===== src/rtl/linea_retardo.sv =====
// linea_retardo: input stage of the FIR datapath.
//  - Detects the rising edge of clk_lento, which is synchronous to clk_medio.
//  - On each such tick, shifts one audio sample into a TAPS-deep delay line.
//  - Streams the delay line, newest first, over a valid/ready port.
//
// Ports:
//  clk_medio    in   system clock; all logic is on its rising edge
//  reset_n      in   asynchronous active-low reset
//  clk_lento    in   sample clock, synchronous to clk_medio
//  muestra_in   in   ANCHO-bit sample, valid in the cycle clk_lento rises
//  tap_ready    in   MAC stage accepts the current tap
//  clr_overrun  in   synchronous clear of the overrun flag
//  tap_out      out  linea[tap_idx]
//  tap_idx      out  tap index, 0 = newest sample
//  tap_valid    out  tap_out/tap_idx valid
//  tap_last     out  beat carrying tap_idx == TAPS-1
//  overrun      out  sticky: a tick arrived while a read-out was in progress
//
// Handshake: a beat happens in every cycle where tap_valid and tap_ready are
// both high. While tap_valid is high and tap_ready is low, tap_idx, tap_out
// and tap_valid hold, and the delay line is frozen.
//
// The FSM state is held in state_q (IDLE / LECTURA) and is mirrored directly
// on tap_valid.

module linea_retardo #(
  parameter int ANCHO = 16,
  parameter int TAPS  = 8,
  parameter int AW    = 3
) (
  input  logic             clk_medio,
  input  logic             reset_n,
  input  logic             clk_lento,
  input  logic [ANCHO-1:0] muestra_in,
  input  logic             tap_ready,
  input  logic             clr_overrun,
  output logic [ANCHO-1:0] tap_out,
  output logic [AW-1:0]    tap_idx,
  output logic             tap_valid,
  output logic             tap_last,
  output logic             overrun
);

  typedef enum logic {
    IDLE    = 1'b0,
    LECTURA = 1'b1
  } estado_t;

  localparam logic [AW-1:0] IDX_LAST = AW'(TAPS - 1);

  estado_t          state_q, state_d;
  logic             lento_q, lento_d;
  logic [ANCHO-1:0] linea_q [TAPS];
  logic [ANCHO-1:0] linea_d [TAPS];
  logic [AW-1:0]    idx_q, idx_d;
  logic             overrun_q, overrun_d;

  logic tick;
  logic beat;
  logic beat_ultimo;
  logic shift;
  logic set_ovr;

  // Outputs come straight from registered state.
  assign tap_valid = (state_q == LECTURA);
  assign tap_idx   = idx_q;
  assign tap_out   = linea_q[idx_q];
  assign tap_last  = tap_valid & (idx_q == IDX_LAST);
  assign overrun   = overrun_q;

  always_comb begin
    lento_d     = clk_lento;
    tick        = clk_lento & ~lento_q;
    beat        = tap_valid & tap_ready;
    beat_ultimo = beat & (idx_q == IDX_LAST);
  end

  // Next-state logic.
  always_comb begin
    state_d = state_q;
    idx_d   = idx_q;
    shift   = 1'b0;
    set_ovr = 1'b0;
    case (state_q)
      IDLE: begin
        if (tick) begin
          shift   = 1'b1;
          idx_d   = '0;
          state_d = LECTURA;
        end
      end
      LECTURA: begin
        if (beat_ultimo) begin
          if (tick) begin
            // A tick landing on the final beat starts the next read-out
            // back-to-back: this is the continuous-streaming case.
            shift = 1'b1;
            idx_d = '0;
          end else begin
            state_d = IDLE;
          end
        end else begin
          if (beat) begin
            idx_d = idx_q + AW'(1);
          end
          // Tick while the read-out is unfinished: the sample is dropped.
          if (tick) begin
            set_ovr = 1'b1;
          end
        end
      end
      default: state_d = IDLE;
    endcase
  end

  // Delay line: shift in the new sample, oldest word falls off the end.
  always_comb begin
    for (int k = 0; k < TAPS; k++) begin
      linea_d[k] = linea_q[k];
    end
    if (shift) begin
      linea_d[0] = muestra_in;
      for (int k = 1; k < TAPS; k++) begin
        linea_d[k] = linea_q[k-1];
      end
    end
  end

  // Set has priority over clear.
  always_comb begin
    overrun_d = overrun_q;
    if (clr_overrun) begin
      overrun_d = 1'b0;
    end
    if (set_ovr) begin
      overrun_d = 1'b1;
    end
  end

  always_ff @(posedge clk_medio or negedge reset_n) begin
    if (!reset_n) begin
      state_q   <= IDLE;
      // Reset to 1 so a clk_lento already high at release is not a tick.
      lento_q   <= 1'b1;
      idx_q     <= '0;
      overrun_q <= 1'b0;
      for (int k = 0; k < TAPS; k++) begin
        linea_q[k] <= '0;
      end
    end else begin
      state_q   <= state_d;
      lento_q   <= lento_d;
      idx_q     <= idx_d;
      overrun_q <= overrun_d;
      for (int k = 0; k < TAPS; k++) begin
        linea_q[k] <= linea_d[k];
      end
    end
  end

endmodule


===== config.mk =====
export PLATFORM = sky130hd
export DESIGN_NAME = linea_retardo
export DESIGN_NICKNAME = d
export VERILOG_FILES = /design/src/rtl/linea_retardo.sv
export SDC_FILE = /design/constraint.sdc
export NUM_CORES = 1
export LEC_CHECK = 0
export ABC_AREA = 1
export CAP_MARGIN = 20
export CORE_UTILIZATION = 60
export CTS_BUF_LIST = sky130_fd_sc_hd__clkbuf_4
export CTS_CLUSTER_SIZE = 14
export DETAILED_ROUTE_END_ITERATION = 7
export GPL_TIMING_DRIVEN = 0
export HOLD_SLACK_MARGIN = 0.06
export PLACE_DENSITY = 0.84
export SETUP_SLACK_MARGIN = 0.1
export SLEW_MARGIN = 10
export SYNTH_ARGS = -nofsm -noshare
export SYNTH_HDL_FRONTEND = slang
export SYNTH_SLANG_ARGS = --single-unit

===== constraint.sdc =====
create_clock -name clk_medio -period 1.88 [get_ports clk_medio]
set_input_delay 0.376 -clock clk_medio [delete_from_list [all_inputs] [get_ports clk_medio]]
set_output_delay 0.376 -clock clk_medio [all_outputs]
set_load 0.01 [all_outputs]

After elaboration in Yosys (flattened, before gate mapping) --
Index checks and enable logic that the tools add are counted. Widths: inputs -> output; s select.
Cells by class: $add $sub $neg 1, $lt $le $gt $ge 1, equal/unequal tests 2, muxes and demuxes 16, bitwise operators 7, reductions and logical operators 1
Operators by type and width (count):
- $bmux 16 s3 | 1
- $mux 16 | 2
- $mux 3 | 3
- $mux 1 | 7
- $pmux 3 s2 | 1
- $and 1x1->1 | 4
- $ge 4x4->1 const B | 1
- $not 3->4 | 1
- $pmux 1 s2 | 2
- $add 3x1->3 const B | 1
- $eq 3x3->1 const B | 1
- $ne 3x1->1 const B | 1
- $not 1->1 | 2
- $reduce_bool 2->1 | 1
Word-level totals: flip-flop bits (word level) 134, output and inout port bits 22

Depth between registers and ports, before layout --
Gate-level depths: netlist (run 1).
depth in word-level cells 6, mapped depth 9

Least setup slack after synthesis (run 1) --
Ideal clock, no wire load.
kind register to register, start point reg idx_q[0] (netlist: tap_idx[0]), end point reg linea_q[0] (netlist name), library setup time 117 ps, arrival 1446 ps, data required time 1763 ps, slack 317 ps, stages on the path, launching flop included 9, clock period less this slack 1563 ps, path through dfrtp_1 > ha_1 > ha_1 > nand2_1 > nand2_2 > nand3_4 > buf_6 > buf_6 > o21ai_2
Between the ends: longest elaborated chain between the ends 4
Ends and longest elaborated chain:
- start: declaration | line 55 | logic [AW-1:0] idx_q, idx_d;
- start signal: assignment | line 153 | idx_q <= idx_d;
- $eq 3x3->1 | line 75 | beat_ultimo = beat & (idx_q == IDX_LAST);
- $and 1x1->1 | line 75
- $mux 1 | line 93 | if (beat_ultimo) begin
- $pmux 1 s2 | line 84 | case (state_q)
- end signal: indexed assignment | line 156 | linea_q[k] <= linea_d[k];
- end: declaration | line 53 | logic [ANCHO-1:0] linea_q [TAPS];
No other way between the ends. A chain may end at the register's enable or synchronous reset.

Final worst setup path (run 1) --
start point reg idx_q[0] (netlist: tap_idx[0]), end point out tap_out[15]
Between the ends: longest elaborated chain between the ends 4
Ends and longest elaborated chain:
- $not 3->4 (not written as such) | line 67 | assign tap_out = linea_q[idx_q];
- $bmux 16 s3 | line 67
- $mux 16 (not written as such) (2 in series) | line 67
- end: declaration | line 37 | output logic [ANCHO-1:0] tap_out,
No other way between the ends. The select of a mux whose other input is x is not followed.

==> out/results.txt, run 1 <==
Vias: 6766
Average cell area after synthesis: 8.02 um2
Sinks on Clock Net: 134
Critical Path Source Type: flip-flop
Core ar.: 11500 um2
Layout cell share with drive strength beyond 1: 0.336
Period minus WS final: 2460 ps
Achievable Freq: 0.407 GHz
Final HPWL DP: 11300 um
Tcrit/Tclk final: 1.31
Critical Path End Type: output port
Antenna violations before repair: 1
Combinational share of power: 0.598
Inst Count DP: 1077
DIE HEIGHT: 111 um
Hold Worst Slack: 320 ps
Vias per cell: 5.88
Synthesized area: 7140 um2
Hold Crit Class: input pin to flip-flop
Layout Cells excl Fill: 1150
CTS tree: done
Die area: 12300 um2
Global Route Usage Sum: 0.290
Ports: 43
Clock latency on the worst-skew pair: 590 ps
Synth Instances: 891
Setup ws final: -577 ps
Area grow syn2layout: 30.8%
Worst IR Drop VDD: 0.000898 V
Multi-input logic area: 3080 um2
Routed Wire Length: 23300 um
Maxcap violations: 0
Syn Nets: 914
Drt first pass iters: 8
Final setup fails: 147
Worst Skew: 31.2 ps
LEAKAGE: 4.79 nW
Total CTS buffers: 17
Congestion Overflow GR: 0
Hold Fails Final Rpt: 0
Initial Utilization: 0.620
Switch Pwr: 7.60 mW
CTS Buffer Depth: 2
Nets@finish: 1016
CP max FO: 5
Row count: 39
Setup CP Type: flip-flop to output port
RD Place Congestion: 0.903
Final ANT Viol Nets: 0
Register area share after synthesis: 0.470
H-tree levels: 4
Final Cell Area: 9350 um2
CP arrival: 2080 ps
Layout Utilization: 0.812
Port bufs: 42
Seq pwr share: 0.290
Storage cell area: 3360 um2
Initial DRC Count: 883
Worst slew pin tran: 806 ps
Synth Register Bits: 134
Ys Warns: 0
Yosys cell types: 19
Largest net degree at the start of global routing: 84
Die width: 111 um
First-pass GRT wire length: 27600 um
Number of global-route vias before repair: 5769
CTS clock-pin slew for the worst setup and hold paths: 120 ps
CP required: 1500 ps
WL/cell: 20.2 um
Fillers: 621
P_int: 8.53 mW
Rel. slew slack: 0.462
PD cells: 1720 nW/um2
Switching Fraction: 0.471
Clock root buffer: clkbuf_4
Status: finished, violations left
Violated checks: DRC, setup timing
Post-Place Cell Area: 7770 um2
RSZ-0062 raised after global routing: true
Clock network fraction of design power: 0.112
Final Max Tran Viols: 0
DRC: 4
==> sequential cells by signal, indices dropped and copies added (netlist names) <==
name / cells
tap_valid: 1
overrun: 1
lento_q: 1
tap_idx: 3
linea_q: 128
==> Yosys cell counts, drive strengths merged <==
library cell,number,area share
nand2,348,0.18
inv,154,0.081
dfrtp,133,0.47
o21ai,128,0.15
nand3,71,0.051
buf,46,0.054
clkbuf,6,0.0032
ha,2,0.0035
clkinv,1,0.00052
dfstp,1,0.0037
o22ai,1,0.00088
==> metal layers <==
layer | track usage | part of all wire | vias to the layer above
li1 | - | - | 2932
met1 | 0.344 | 0.35 | 3191
met2 | 0.499 | 0.49 | 466
met3 | 0.0733 | 0.095 | 177
met4 | 0.127 | 0.071 | 0
met5 | 0 | 0 | -
==> cell usage in the layout, fill, tap and decap left out, types with 6 or more instances in the layout <==
cell type / count
inv_1: 152
clkinv_2: 6
nand2_1: 300
dfrtp_1: 131
nand2_4: 7
o21ai_2: 120
clkbuf_4: 27
clkbuf_16: 21
clkdlybuf4s50_1: 19
buf_12: 22
nand3_2: 20
nand3_1: 50
buf_4: 8
buf_2: 18
buf_6: 14
o21ai_1: 6
nand2_2: 41
buf_8: 19
==> power by group through the flow <==
stage / registers [mW] / clock network (mW) / logic (mW)
final: 4.68 / 1.81 / 9.63
after detailed placement: 4.56 / 0 / 6.99
after global placement: 4.51 / 0 / 6.80
after floorplan: 4.45 / 0 / 4.88
after global routing: 4.76 / 1.93 / 10.2
after CTS: 4.49 / 1.75 / 7.86
==> through the flow <==
stage | TNS, ps | power, mW | setup slack [ps]
floorplan | 0 | 9.33 | 317
global route | -38820 | 16.9 | -647
detailed placement | -6400 | 11.6 | -487
global placement | -644510 | 11.3 | -4780
CTS | -7300 | 14.1 | -459
finish | -32030 | 16.1 | -577
==> worst max-delay path: stages, from the launching register on <==
cell	delay [ps]
dfrtp_2	460
inv_2	130
clkbuf_16	170
buf_12	100
buf_16	130
nand2_1	70
nand3_1	80
nand2_1	50
nand2_1	70
nand2_1	90
buf_2	150
==> final cells by class <==
cell class / instances / share of cell area
clock inverter: 8 / 0.00669
sequential: 134 / 0.359
timing repair buffer: 82 / 0.121
clock buffer: 24 / 0.0193
buffer: 52 / 0.0821
multi-input combinational: 551 / 0.330
tap: 143 / 0.0191
inverter: 155 / 0.0627
antenna: 1 / 0.000268
==> cells by family (layout without fill, tap and decap cells) <==
group | Yosys count | in the layout | share of synthesized area
buffers and inverters | 207 | 321 | 0.139
adders and majority gates | 2 | 2 | 0.00350
other | 0 | 1 | 0
DFF | 134 | 134 | 0.470
and+or+nand+nor | 419 | 420 | 0.235
AOI/OAI and AO/OA | 129 | 129 | 0.154
==> path summary, 6_finish.rpt <==
check | start | end | slack [ps] | cells past startpoint
max | tap_idx[0] | tap_out[15] | -580 | 10
min | muestra_in[3] | linea_q[115] | 320 | 3
max reg2reg | tap_idx[0] | linea_q[32] | -260 | 12
min reg2reg | linea_q[24] | linea_q[24] | 490 | 2
max in group asynchronous | reset_n | lento_q | 740 | 3
min in group asynchronous | reset_n | linea_q[0] | 390 | 2
==> what timing repair did <==
item	CTS	global route
hold buffers	1	0
gates cloned	4	23
hold endpoints to repair	82	0
pin swaps	8	23
gates resized for setup	158	120
endpoints found under the setup margin	22	149
buffers inserted	9	5
(Power assumes the default switching activity.)
==> inputs of run 2 (changes only) <==
Settings changed: CORE_MARGIN set to 2.
==> out/results.txt, run 2 (synthesis gave the netlist of run 1 again) <==
Ports: 43 (unchanged)
Sum of negative setup slack: -37600 ps (was -32030 ps)
Core ar.: 11500 um2 (unchanged)
Status: finished, violations left (unchanged)
Critical Path Source Type: flip-flop (unchanged)
Nets@finish: 1029 (was 1016)
Global Route Usage Sum: 0.273 (was 0.290)
Total CTS buffers: 17 (unchanged)
CP bufs+invs: 4 (was 5)
Max reg flops: 128 (unchanged)
CTS tree: done (unchanged)
Final Max Tran Viols: 0 (unchanged)
WL/cell: 21.0 um (was 20.2 um)
Tcrit/Tclk final: 1.28 (was 1.31)
CP arrival: 2030 ps (was 2080 ps)
Reg2reg setup slack: -360 ps (was -260 ps)
Setup CP Type: flip-flop to output port (unchanged)
RSZ-0062 raised after global routing: true (unchanged)
RR Endpoint: linea_q[94] (was linea_q[32])
Crit-path cells: inv_2, buf_12, buf_8, nand2_1, nand3_2, nand2_1, nand2_1, nand2_1, buf_2 (was inv_2, clkbuf_16, buf_12, buf_16, nand2_1, nand3_1, nand2_1, nand2_1, nand2_1, buf_2)
Critical Path Start: tap_idx[0] (unchanged)
Commonest non-fill, non-tap cell in the layout: nand2_1 (unchanged)
CP max FO: 7 (was 5)
Number of global-route vias before repair: 5718 (was 5769)
H-tree levels: 4 (unchanged)
Final setup fails: 145 (was 147)
Reg2Reg Launch Point: tap_idx[0] (unchanged)
Routed Wire Length: 24400 um (was 23300 um)
Post-Place Setup Slack: -517 ps (was -487 ps)
Die width: 113 um (was 111 um)
Largest reg by FF count: linea_q (unchanged)
Layout cell share with drive strength beyond 1: 0.356 (was 0.336)
Commonest cells after routing, fill and taps aside: 289 x nand2_1, 152 x inv_1, 131 x dfrtp_1 (was 300 x nand2_1, 152 x inv_1, 131 x dfrtp_1)
Period minus WS final: 2410 ps (was 2460 ps)
Area grow syn2layout: 33.5% (was 30.8%)
First-pass GRT wire length: 27200 um (was 27600 um)
Crit. path cell count: 9 (was 10)
Initial DRC Count: 979 (was 883)
CTS Buffer Depth: 2 (unchanged)
Drt first pass iters: 8 (unchanged)
Clock latency on the worst-skew pair: 580 ps (was 590 ps)
Final Cell Area: 9540 um2 (was 9350 um2)
Worst slew pin tran: 486 ps (was 806 ps)
Setup ws final: -526 ps (was -577 ps)
Crit-path most repeated cell: nand2_1 (unchanged)
Rel. slew slack: 0.676 (was 0.462)
CP max stage delay: 470 ps (was 460 ps)
Congestion Overflow GR: 0 (unchanged)
Port bufs: 42 (unchanged)
Critical Path End Type: output port (unchanged)
Setup crit end: tap_out[14] (was tap_out[15])
CTS clock-pin slew for the worst setup and hold paths: 120 ps (about the same)
Worst IR Drop VDD: 0.000979 V (was 0.000898 V)
Hold Crit Class: input pin to asynchronous set/reset pin (was input pin to flip-flop)
Final ANT Viol Nets: 0 (unchanged)
Vias per cell: 5.94 (was 5.88)
RD Place Congestion: 0.900 (was 0.903)
Worst Skew: 28.0 ps (was 31.2 ps)
Sinks on Clock Net: 134 (unchanged)
LEAKAGE: 4.91 nW (was 4.79 nW)
DIE HEIGHT: 113 um (was 111 um)
Die area: 12800 um2 (was 12300 um2)
Final HPWL DP: 11100 um (was 11300 um)
Top delay family on crit path: buffers and inverters (unchanged)
Post-Place Cell Area: 7770 um2 (unchanged)
Cells on worst reg2reg path: 13 (was 12)
DRC: 6 (was 4)
Hold Fails Final Rpt: 0 (unchanged)
Maxcap violations: 0 (unchanged)
CP required: 1500 ps (about the same)
Clock root buffer: clkbuf_4 (unchanged)
Largest net degree at the start of global routing: 88 (was 84)
Vias: 6906 (was 6766)
Row count: 39 (unchanged)
Violated checks: DRC, setup timing (unchanged)
Achievable Freq: 0.416 GHz (was 0.407 GHz)
PD cells: 1700 nW/um2 (was 1720 nW/um2)
Crit-path slowest cell: dfrtp_2 (unchanged)
Initial Utilization: 0.620 (unchanged)
Antenna violations before repair: 1 (unchanged)
Total Power: 16.2 mW (was 16.1 mW)
run 2: cell count changes in the layout (fill, tap and decap cells not counted), moves of 2 or more:
cell	previous run	this run
clkbuf_16	21	26
nand2_2	41	55
nand3_1	50	48
nand2_4	7	4
nand2_1	300	289
buf_2	18	22
buf_8	19	15
nand3_2	20	22
buf_6	14	20
buf_4	8	12
run 2: per-layer routing:
layer,share of wire,wire length [um],vias up,GRT usage
li1,-,-,2959,-
met1,0.33,8130,3222,0.333
met2,0.48,11700,522,0.467
met3,0.091,2230,203,0.0670
met4,0.095,2320,0,0.108
met5,0,0,-,0
run 2: how the worst min path moves through the flow:
stage	endpoint	slack, ps	cells after the start
2_1_floorplan	linea_q[0]	80	0
3_3_place_gp	linea_q[110]	460	2
3_5_place_dp	linea_q[126]	340	1
4_1_cts	linea_q[64]	310	2
5_1_grt	linea_q[62]	300	2
6_report	linea_q[63]	290	2
run 2: worst reg2reg max path: stages, from the launching register on:
cell and delay (ps):
dfrtp_2 470, buf_4 160, buf_6 110, ha_1 190, ha_2 180, buf_6 120
nand2_4 60, nand2_4 60, nand3_4 140, buf_6 190, buf_12 150, buf_4 120
nand2_1 80, o21ai_0 140
run 2: cell type report:
cell class | instances | area [um2]
antenna | 1 | 2.50
buffer | 52 | 764
clock buffer | 24 | 180
clock inverter | 8 | 61.3
fill | 607 | 1980
inverter | 155 | 588
multi-input combinational | 550 | 3080
sequential | 134 | 3360
tap | 143 | 179
timing repair buffer | 96 | 1330
run 2: stage by stage:
step / cells / util / hold slack [ps]
5_1_grt: 1163 / 0.828 / 301
4_1_cts: 1120 / 0.726 / 306
6_report: 1163 / 0.828 / 286
3_3_place_gp: 1076 / 0.672 / 463
3_5_place_dp: 1077 / 0.675 / 342
2_1_floorplan: 891 / - / 80.4
run 2: where the power goes:
| group | total (mW) | leakage, nW | internal [mW] | switching, mW |
|---|---|---|---|---|
| clock | 1.80 | 0.145 | 0.737 | 1.06 |
| combinational | 9.75 | 2.98 | 3.82 | 5.93 |
| sequential | 4.69 | 1.79 | 3.95 | 0.747 |
| total | 16.2 | 4.91 | 8.50 | 7.73 |
run 2: what timing repair did:
action / 4_1_cts / 5_1_grt
gates cloned: 4 / 29
gates resized for setup: 169 / 127
pin swaps: 11 / 7
endpoints found under the setup margin: 22 / 146
setup buffers: 6 / 13
endpoints found under the hold margin: 46 / 0
hold buffers: 1 / 0
